===== src/rtl/acum_loader.sv =====
// Sequencer that loads a target value into the adder-plus-accumulator datapath:
// clear pulse, then operand beats whose increments sum exactly to the target.
module acum_loader #(
  parameter int NB_TARGET = 6,
  parameter int NB_OPER   = 3,
  parameter int NB_BEATS  = 3
) (
  input  logic                 clk,
  input  logic                 i_rst,
  input  logic [NB_TARGET-1:0] i_target,
  input  logic                 i_valid,
  output logic                 o_ready,
  output logic [NB_OPER-1:0]   o_data1,
  output logic [NB_OPER-1:0]   o_data2,
  output logic [1:0]           o_sel,
  output logic                 o_valid,
  input  logic                 i_ready,
  output logic                 o_clear,
  output logic                 o_done,
  output logic [NB_BEATS-1:0]  o_beats
);

  typedef enum logic [1:0] {IDLE, CLEAR, ISSUE, DONE} state_t;
  typedef enum logic [1:0] {
    SEL_D1   = 2'b00,
    SEL_D2   = 2'b01,
    SEL_ADD  = 2'b10,
    SEL_ZERO = 2'b11
  } sel_t;

  localparam logic [NB_OPER-1:0]   OPER_MAX_N = NB_OPER'((1 << NB_OPER) - 1);
  localparam logic [NB_TARGET-1:0] OPER_MAX   = NB_TARGET'((1 << NB_OPER) - 1);
  localparam logic [NB_TARGET-1:0] INC_MAX    = NB_TARGET'(2 * ((1 << NB_OPER) - 1));

  state_t                state_q, state_d;
  logic [NB_TARGET-1:0]  rem_q, rem_d;
  logic [NB_BEATS-1:0]   beats_q, beats_d;
  logic [NB_OPER-1:0]    op1, op2;
  sel_t                  op_sel;
  logic [NB_TARGET-1:0]  inc;

  // Beat operands depend on the registered remainder only, so they hold
  // steady for as long as the downstream stalls.
  always_comb begin
    // NOTE: every combinational output gets a default first so no path leaves
    // it unassigned; otherwise synthesis infers a latch.
    op1    = '0;
    op2    = '0;
    op_sel = SEL_ZERO;
    inc    = '0;
    if (rem_q >= INC_MAX) begin
      op1    = OPER_MAX_N;
      op2    = OPER_MAX_N;
      op_sel = SEL_ADD;
      inc    = INC_MAX;
    end else if (rem_q > OPER_MAX) begin
      op1    = OPER_MAX_N;
      op2    = NB_OPER'(rem_q - OPER_MAX);
      op_sel = SEL_ADD;
      inc    = rem_q;
    end else if (rem_q != '0) begin
      op1    = NB_OPER'(rem_q);
      op_sel = SEL_D1;
      inc    = rem_q;
    end
  end

  always_comb begin
    state_d = state_q;
    rem_d   = rem_q;
    beats_d = beats_q;
    unique case (state_q)
      IDLE: begin
        if (i_valid) begin
          rem_d   = i_target;
          beats_d = '0;
          state_d = CLEAR;
        end
      end
      CLEAR: state_d = (rem_q != '0) ? ISSUE : DONE;
      ISSUE: begin
        if (i_ready) begin
          rem_d   = rem_q - inc;
          beats_d = beats_q + NB_BEATS'(1);
          if (rem_d == '0) state_d = DONE;
        end
      end
      DONE:    state_d = IDLE;
      default: state_d = IDLE;
    endcase
  end

  always_ff @(posedge clk or posedge i_rst) begin
    // NOTE: state registers use non-blocking assignments so every flop samples
    // the pre-edge values regardless of statement order.
    if (i_rst) begin
      state_q <= IDLE;
      rem_q   <= '0;
      beats_q <= '0;
    end else begin
      state_q <= state_d;
      rem_q   <= rem_d;
      beats_q <= beats_d;
    end
  end

  // Outside ISSUE the datapath sees operands of zero with the zero select.
  assign o_ready = (state_q == IDLE);
  assign o_clear = (state_q == CLEAR);
  assign o_valid = (state_q == ISSUE);
  assign o_done  = (state_q == DONE);
  assign o_data1 = o_valid ? op1 : '0;
  assign o_data2 = o_valid ? op2 : '0;
  assign o_sel   = o_valid ? op_sel : SEL_ZERO;
  assign o_beats = beats_q;

endmodule

===== config.mk =====
export PLATFORM = sky130hd
export DESIGN_NAME = acum_loader
export DESIGN_NICKNAME = d
export VERILOG_FILES = /design/src/rtl/acum_loader.sv
export SDC_FILE = /design/constraint.sdc
export NUM_CORES = 1
export LEC_CHECK = 0
export ABC_CLOCK_PERIOD_IN_PS = 7910
export CAP_MARGIN = 15
export CORE_MARGIN = 2
export CORE_UTILIZATION = 50
export DETAILED_ROUTE_END_ITERATION = 10
export GPL_ROUTABILITY_DRIVEN = 0
export PLACE_DENSITY = 0.82
export SLEW_MARGIN = 20
export SYNTH_ARGS = -nofsm -noshare
export SYNTH_HDL_FRONTEND = slang
export SYNTH_SLANG_ARGS = --single-unit

===== constraint.sdc =====
create_clock -name clk -period 7.91 [get_ports clk]
set_input_delay 1.9775 -clock clk [delete_from_list [all_inputs] [get_ports clk]]
set_output_delay 1.9775 -clock clk [all_outputs]
set_load 0.1 [all_outputs]

==> results of run 1 <==
-- routing by layer --
| layer | share of wire | global-route usage | wire length [um] |
|---|---|---|---|
| met4 | 0.016 | 0.05946 | 37 |
| met3 | 0.049 | 0.05185 | 114 |
| met5 | 0 | 0 | 0 |
| met2 | 0.48 | 0.3867 | 1115 |
| met1 | 0.45 | 0.3164 | 1056 |
-- synthesized netlist by cell type --
master,instances
a211oi_1,1
a21boi_0,3
a21oi_1,4
a221o_1,1
a222oi_1,4
a22o_1,1
a22oi_1,1
and3_1,4
clkbuf_1,2
conb_1,1
dfrtp_1,11
fa_1,1
ha_1,13
inv_1,11
mux2_2,1
mux2_4,1
nand2_1,11
nand2b_1,3
nand3_1,3
nand4_1,3
nor2_1,6
nor2b_1,2
nor3_1,3
o211a_1,2
o211ai_1,1
o21a_1,1
o21ai_0,4
o22ai_2,1
o311ai_0,1
o31a_1,1
or2_1,1
or2_4,1
or3_1,1
xnor2_1,2
xor2_1,3
-- state kept, by name, indices dropped and copies added (netlist names) --
name     cells
rem_q        6
o_beats      3
state_q      2
-- worst reg2reg max path, stage by stage (launching register included) --
cell and delay [ns]:
dfrtp_1 0.44, or3_1 0.45, nor2_1 0.20, nand2_1 0.14, and3_1 0.19, ha_1 0.22
fa_1 0.40, nand2b_1 0.16, a21oi_1 0.16, xor2_1 0.11, o31a_1 0.30, or2_1 0.26
mux2_4 0.30
-- final cells by class --
class | instances | share of cell area
Clock buffer | 4 | 0.02081
Inverter | 11 | 0.03271
Multi-Input combinational cell | 86 | 0.5134
Sequential cell | 11 | 0.2180
Tap cell | 25 | 0.02478
Timing Repair Buffer | 24 | 0.1903
-- path summary, 6_finish.rpt --
kind | from | depth (start not counted) | endpoint | slack (ns)
setup / recovery | rem_q[0]$_DFFE_PP0P_ | 6 | o_data2[1] | 3.16
hold / removal | o_beats[0]$_DFFE_PP0P_ | 1 | o_beats[0]$_DFFE_PP0P_ | 0.54
setup reg to reg | rem_q[3]$_DFFE_PP0P_ | 12 | state_q[1]$_DFFE_PP0P_ | 4.47
hold reg to reg | o_beats[0]$_DFFE_PP0P_ | 1 | o_beats[0]$_DFFE_PP0P_ | 0.54
max in group asynchronous | i_rst | 2 | rem_q[3]$_DFFE_PP0P_ | 5.61
min in group asynchronous | i_rst | 2 | o_beats[2]$_DFFE_PP0P_ | 2.00
-- cells by family (layout without fill, tap and decap cells) --
kind of cell | Yosys count | after routing | share of synthesized area
AOI/OAI and AO/OA | 26 | 26 | 0.2072
and+or+nand+nor | 38 | 38 | 0.1956
xor gates and xnor gates | 5 | 5 | 0.04505
muxes | 2 | 2 | 0.02702
other | 1 | 1 | 0.003857
buffers and inverters | 13 | 39 | 0.05020
adders and majority gates | 14 | 14 | 0.1879
DFF | 11 | 11 | 0.2831
-- per-stage QoR --
step	worst slack, ns	hold slack [ns]	instances	utilization	cell area (um^2)
floorplan	1.894	0.5479	110	-	972.2
global placement	3.506	0.5175	157	0.6933	1236
detailed placement	3.465	0.5212	157	0.6933	1236
CTS	3.165	0.5461	161	0.7081	1262
global route	2.969	0.5668	161	0.7081	1262
finish	3.157	0.5432	161	0.7081	1262
==> flow_summary.ini, run 1 <==
[critical_path]
critPathKind = flop to output pin
cp-end-kind = output pin
crit_family = buffers and inverters
crit_buf_inv = 2
start_kind = flop
slowest_delay_ns = 1.01
cp_slowest_cell = clkdlybuf4s50_1
critPathArrivalTime_ns = 2.78
crit_chain = inv_1 -> ha_1 -> o211a_1 -> nor3_1 -> a21boi_0 -> clkdlybuf4s50_1
cp.required_ns = 5.93
crit_fanout = 5

[sta]
final.period_utilization = 0.6008
maxSlewViolCount = 0
tns_ns = 0
clock.fmax_mhz = 210.4
tightest_slew_ns = 0.9808
skew_ns = 0.004542
finalCriticalPeriod_ns = 4.753
max-slew-margin-rel = 0.3441
rsz0062_at_grt = no
hold_violations = 0
setup_viol = 0

[yosys]
synth.top_cell.area_share = 0.2831
postSynthAreaPerCell_um2 = 8.838
synth_cell_type_count = 35
ys_seq_elements = 11
synth_area_leaders = dfrtp_1, ha_1, inv_1, nand2_1, a222oi_1
syn-num-nets = 134
synth_area_leader_cell = dfrtp_1
netlist_area_um2 = 972.2
synthCells = 110
yosysSeqAreaShare = 0.2831
yosysWarnings = 0

[floorplan]
core-area_um2 = 1783
io_pins = 25
die_w_um = 48.10
die_area_um2 = 2313
rows = 15
die_height_um = 48.10
start_util = 0.5453

[routing]
vias = 937
drt_iter0_drc = 32
ant_nets = 0
first_pass_iters = 6
drt_wl_total_um = 2324
routedWlPerCell_um = 14.43
drc = 0
vias_per_cell = 5.820

[cells_and_area]
multi_input_area_um2 = 648.1
areaGrowthSynthToFinish_pct = 29.86
mostFrequentLayoutCell = clkdlybuf4s50_1
fillers = 145
drive_above_1_share = 0.05147
layout.nets = 161
seq_area_um2 = 275.3
final_cell_mix = clkdlybuf4s50_1, ha_1, nand2_1, inv_1, dfrtp_1
diodes = 0

[grt]
antenna_found_initial = 0
grt_pass1_vias = 880
overflow = 0
grt_max_degree = 18
grt_pass1_wl_um = 3815
grt_usage = 0.2356

[clock_tree]
cts_tree = yes
cts_setup_buffers = 0
cts-root-buf = clkbuf_4
postCtsResizedCells = 0
cts.sinks = 11
clock_path_buffers = 2
clk_latency_ns = 0.27
hold_buffers = 0
numCtsBuffers = 3
path_clk_slew_ns = 0.07
htree_levels = 1

[min_path]
hp-class = flop to flop

[place]
dp_hpwl_um = 1828
io_buffers = 24

[job]
drv_cap = 0

[outcome]
status = finished clean
Power of run 1 is left out: the tool's default activity adds up to more than one toggle a clock period on the data nets, which glitch-free logic cannot reach.
==> inputs of run 2 (changes only) <==
--- a/config.mk
+++ b/config.mk
@@ -5,13 +5,13 @@
 export SDC_FILE = /design/constraint.sdc
 export NUM_CORES = 1
 export LEC_CHECK = 0
-export ABC_CLOCK_PERIOD_IN_PS = 7910
+export ABC_CLOCK_PERIOD_IN_PS = 3950
 export CAP_MARGIN = 15
 export CORE_MARGIN = 2
-export CORE_UTILIZATION = 50
+export CORE_UTILIZATION = 43
 export DETAILED_ROUTE_END_ITERATION = 10
 export GPL_ROUTABILITY_DRIVEN = 0
-export PLACE_DENSITY = 0.82
+export PLACE_DENSITY = 0.75
 export SLEW_MARGIN = 20
 export SYNTH_ARGS = -nofsm -noshare
 export SYNTH_HDL_FRONTEND = slang
==> constraint.sdc (replaced) <==
create_clock -name clk -period 3.95 [get_ports clk]
set_input_delay 0.9875 -clock clk [delete_from_list [all_inputs] [get_ports clk]]
set_output_delay 0.9875 -clock clk [all_outputs]
set_load 0.1 [all_outputs]
==> run 2 against run 1 <==
Final cell count is 2.5% higher; clock skew is 0.0058 ns higher; worst hold slack worse by 0.0037 ns; cell area is 1.1% higher; global-route usage down 2.0 points; wire length grew 4.0%; die area increased by 15%; non-clock buffer count is 1 higher; sequential share of layout area decreased by 0.24 points; critical path depth is 6 higher; utilization down 12 points; highest routed layer unchanged.
==> flow_summary.ini, run 2 (synthesized netlist as in run 1, its figures left out) <==
[critical_path]
cp.required_ns = 4.11
cp-startpoint = rem_q[3]$_DFFE_PP0P_
worstReg2RegStart = rem_q[3]$_DFFE_PP0P_
crit_end = state_q[1]$_DFFE_PP0P_
start_kind = flop
crit_fanout = 5
critPathArrivalTime_ns = 3.65
cp-end-kind = flop
r2r_slack_ns = 0.46
critPathKind = flop to flop
reg2reg_depth = 12
timing.rr.end = state_q[1]$_DFFE_PP0P_

[min_path]
hp-class = flop to flop

[cells_and_area]
areaGrowthSynthToFinish_pct = 31.27
final_cells = 165
layout.nets = 162
largest_register = rem_q
drive_above_1_share = 0.1898
diodes = 0
final_cell_mix = ha_1, clkdlybuf4s50_1, buf_4
fin_util = 0.5882
fillers = 209
largest_reg_flops = 6

[clock_tree]
htree_levels = 1
numCtsBuffers = 3
cts_setup_buffers = 0
clock_path_buffers = 2
cts-root-buf = clkbuf_4
postCtsResizedCells = 0
cts.sinks = 11
path_clk_slew_ns = 0.08
clk_latency_ns = 0.28
cts_tree = yes
hold_buffers = 0

[sta]
rsz0062_at_grt = no
hold_violations = 0
finalCriticalPeriod_ns = 3.492
tightest_slew_ns = 0.9749
setup_ws_ns = 0.4578
maxSlewViolCount = 0
skew_ns = 0.01039
final.period_utilization = 0.8841
clock.fmax_mhz = 286.3
setup_viol = 0
max-slew-margin-rel = 0.3481

[routing]
drt_iter0_drc = 41
vias = 954
routedWlPerCell_um = 14.65
first_pass_iters = 5
drc = 0
vias_per_cell = 5.782
drt_wl_total_um = 2417
ant_nets = 0

[floorplan]
die_height_um = 51.55
die_area_um2 = 2657
start_util = 0.4481
rows = 17
core-area_um2 = 2170
die_w_um = 51.55
io_pins = 25

[grt]
overflow = 0
grt_pass1_vias = 947
grt_pass1_wl_um = 4243
grt_max_degree = 18
antenna_found_initial = 0
grt_usage = 0.2152

[place]
dpl.cell_count = 161
dp_hpwl_um = 1920
place_worst_setup_slack_ns = 0.5036
io_buffers = 24

[job]
drv_cap = 0

[outcome]
status = finished clean
run 2: changes by cell type in the layout (fill, tap and decap cells not counted):
cell / before / now
a21boi_0: 3 / 0
clkdlybuf4s50_1: 24 / 13
nor2b_2: 0 / 1
clkbuf_1: 1 / 0
nor2b_1: 2 / 1
a21oi_4: 0 / 1
buf_4: 0 / 12
a21oi_1: 4 / 2
a21oi_2: 0 / 1
a21boi_2: 0 / 3
clkinv_2: 0 / 1
run 2: worst min path at each step:
stage,depth (start not counted),slack (ns),end,start
2_1_floorplan,2,0.55,rem_q[3]$_DFFE_PP0P_,rem_q[3]$_DFFE_PP0P_
5_1_grt,1,0.58,o_beats[0]$_DFFE_PP0P_,o_beats[0]$_DFFE_PP0P_
3_3_place_gp,1,0.51,o_beats[0]$_DFFE_PP0P_,o_beats[0]$_DFFE_PP0P_
3_5_place_dp,1,0.51,o_beats[1]$_DFFE_PP0P_,o_beats[1]$_DFFE_PP0P_
6_report,1,0.54,o_beats[0]$_DFFE_PP0P_,o_beats[0]$_DFFE_PP0P_
4_1_cts,1,0.54,o_beats[0]$_DFFE_PP0P_,o_beats[0]$_DFFE_PP0P_
run 2: layer usage:
metal / share of wire / vias to the layer above / GRT usage
li1: - / 449 / -
met1: 0.43 / 451 / 0.2727
met2: 0.48 / 43 / 0.3568
met3: 0.068 / 11 / 0.03736
met4: 0.026 / 0 / 0.09649
met5: 0 / - / 0
run 2: stage by stage:
step	hold WS [ns]	setup TNS [ns]	instance area [um^2]
5_1_grt	0.5838	0	1276
2_1_floorplan	0.5479	-0.1932	1001
6_report	0.5395	0	1276
3_5_place_dp	0.5150	0	1249
4_1_cts	0.5401	0	1276
3_3_place_gp	0.5144	0	1249
run 2: layout make-up:
class / instances / area, um^2 / area share
clock buffers: 3 / 22.52 / 0.01765
clock inverters: 1 / 5.005 / 0.003922
inverters: 11 / 41.29 / 0.03235
multi-input cells: 86 / 676.9 / 0.5304
flip-flops and latches: 11 / 275.3 / 0.2157
well taps: 28 / 35.03 / 0.02745
repair buffers: 25 / 220.2 / 0.1725
run 2: critical path: stages, from the launching register on:
cell      delay (ns)
dfrtp_1         0.43
or3_1           0.44
nor2_1          0.26
nand2_1         0.15
and3_1          0.19
ha_1            0.21
fa_1            0.41
nand2b_1        0.16
a21oi_1         0.15
xor2_1          0.11
o31a_1          0.29
or2_1           0.26
mux2_4          0.30
Power of run 2 is left out for the same reason.
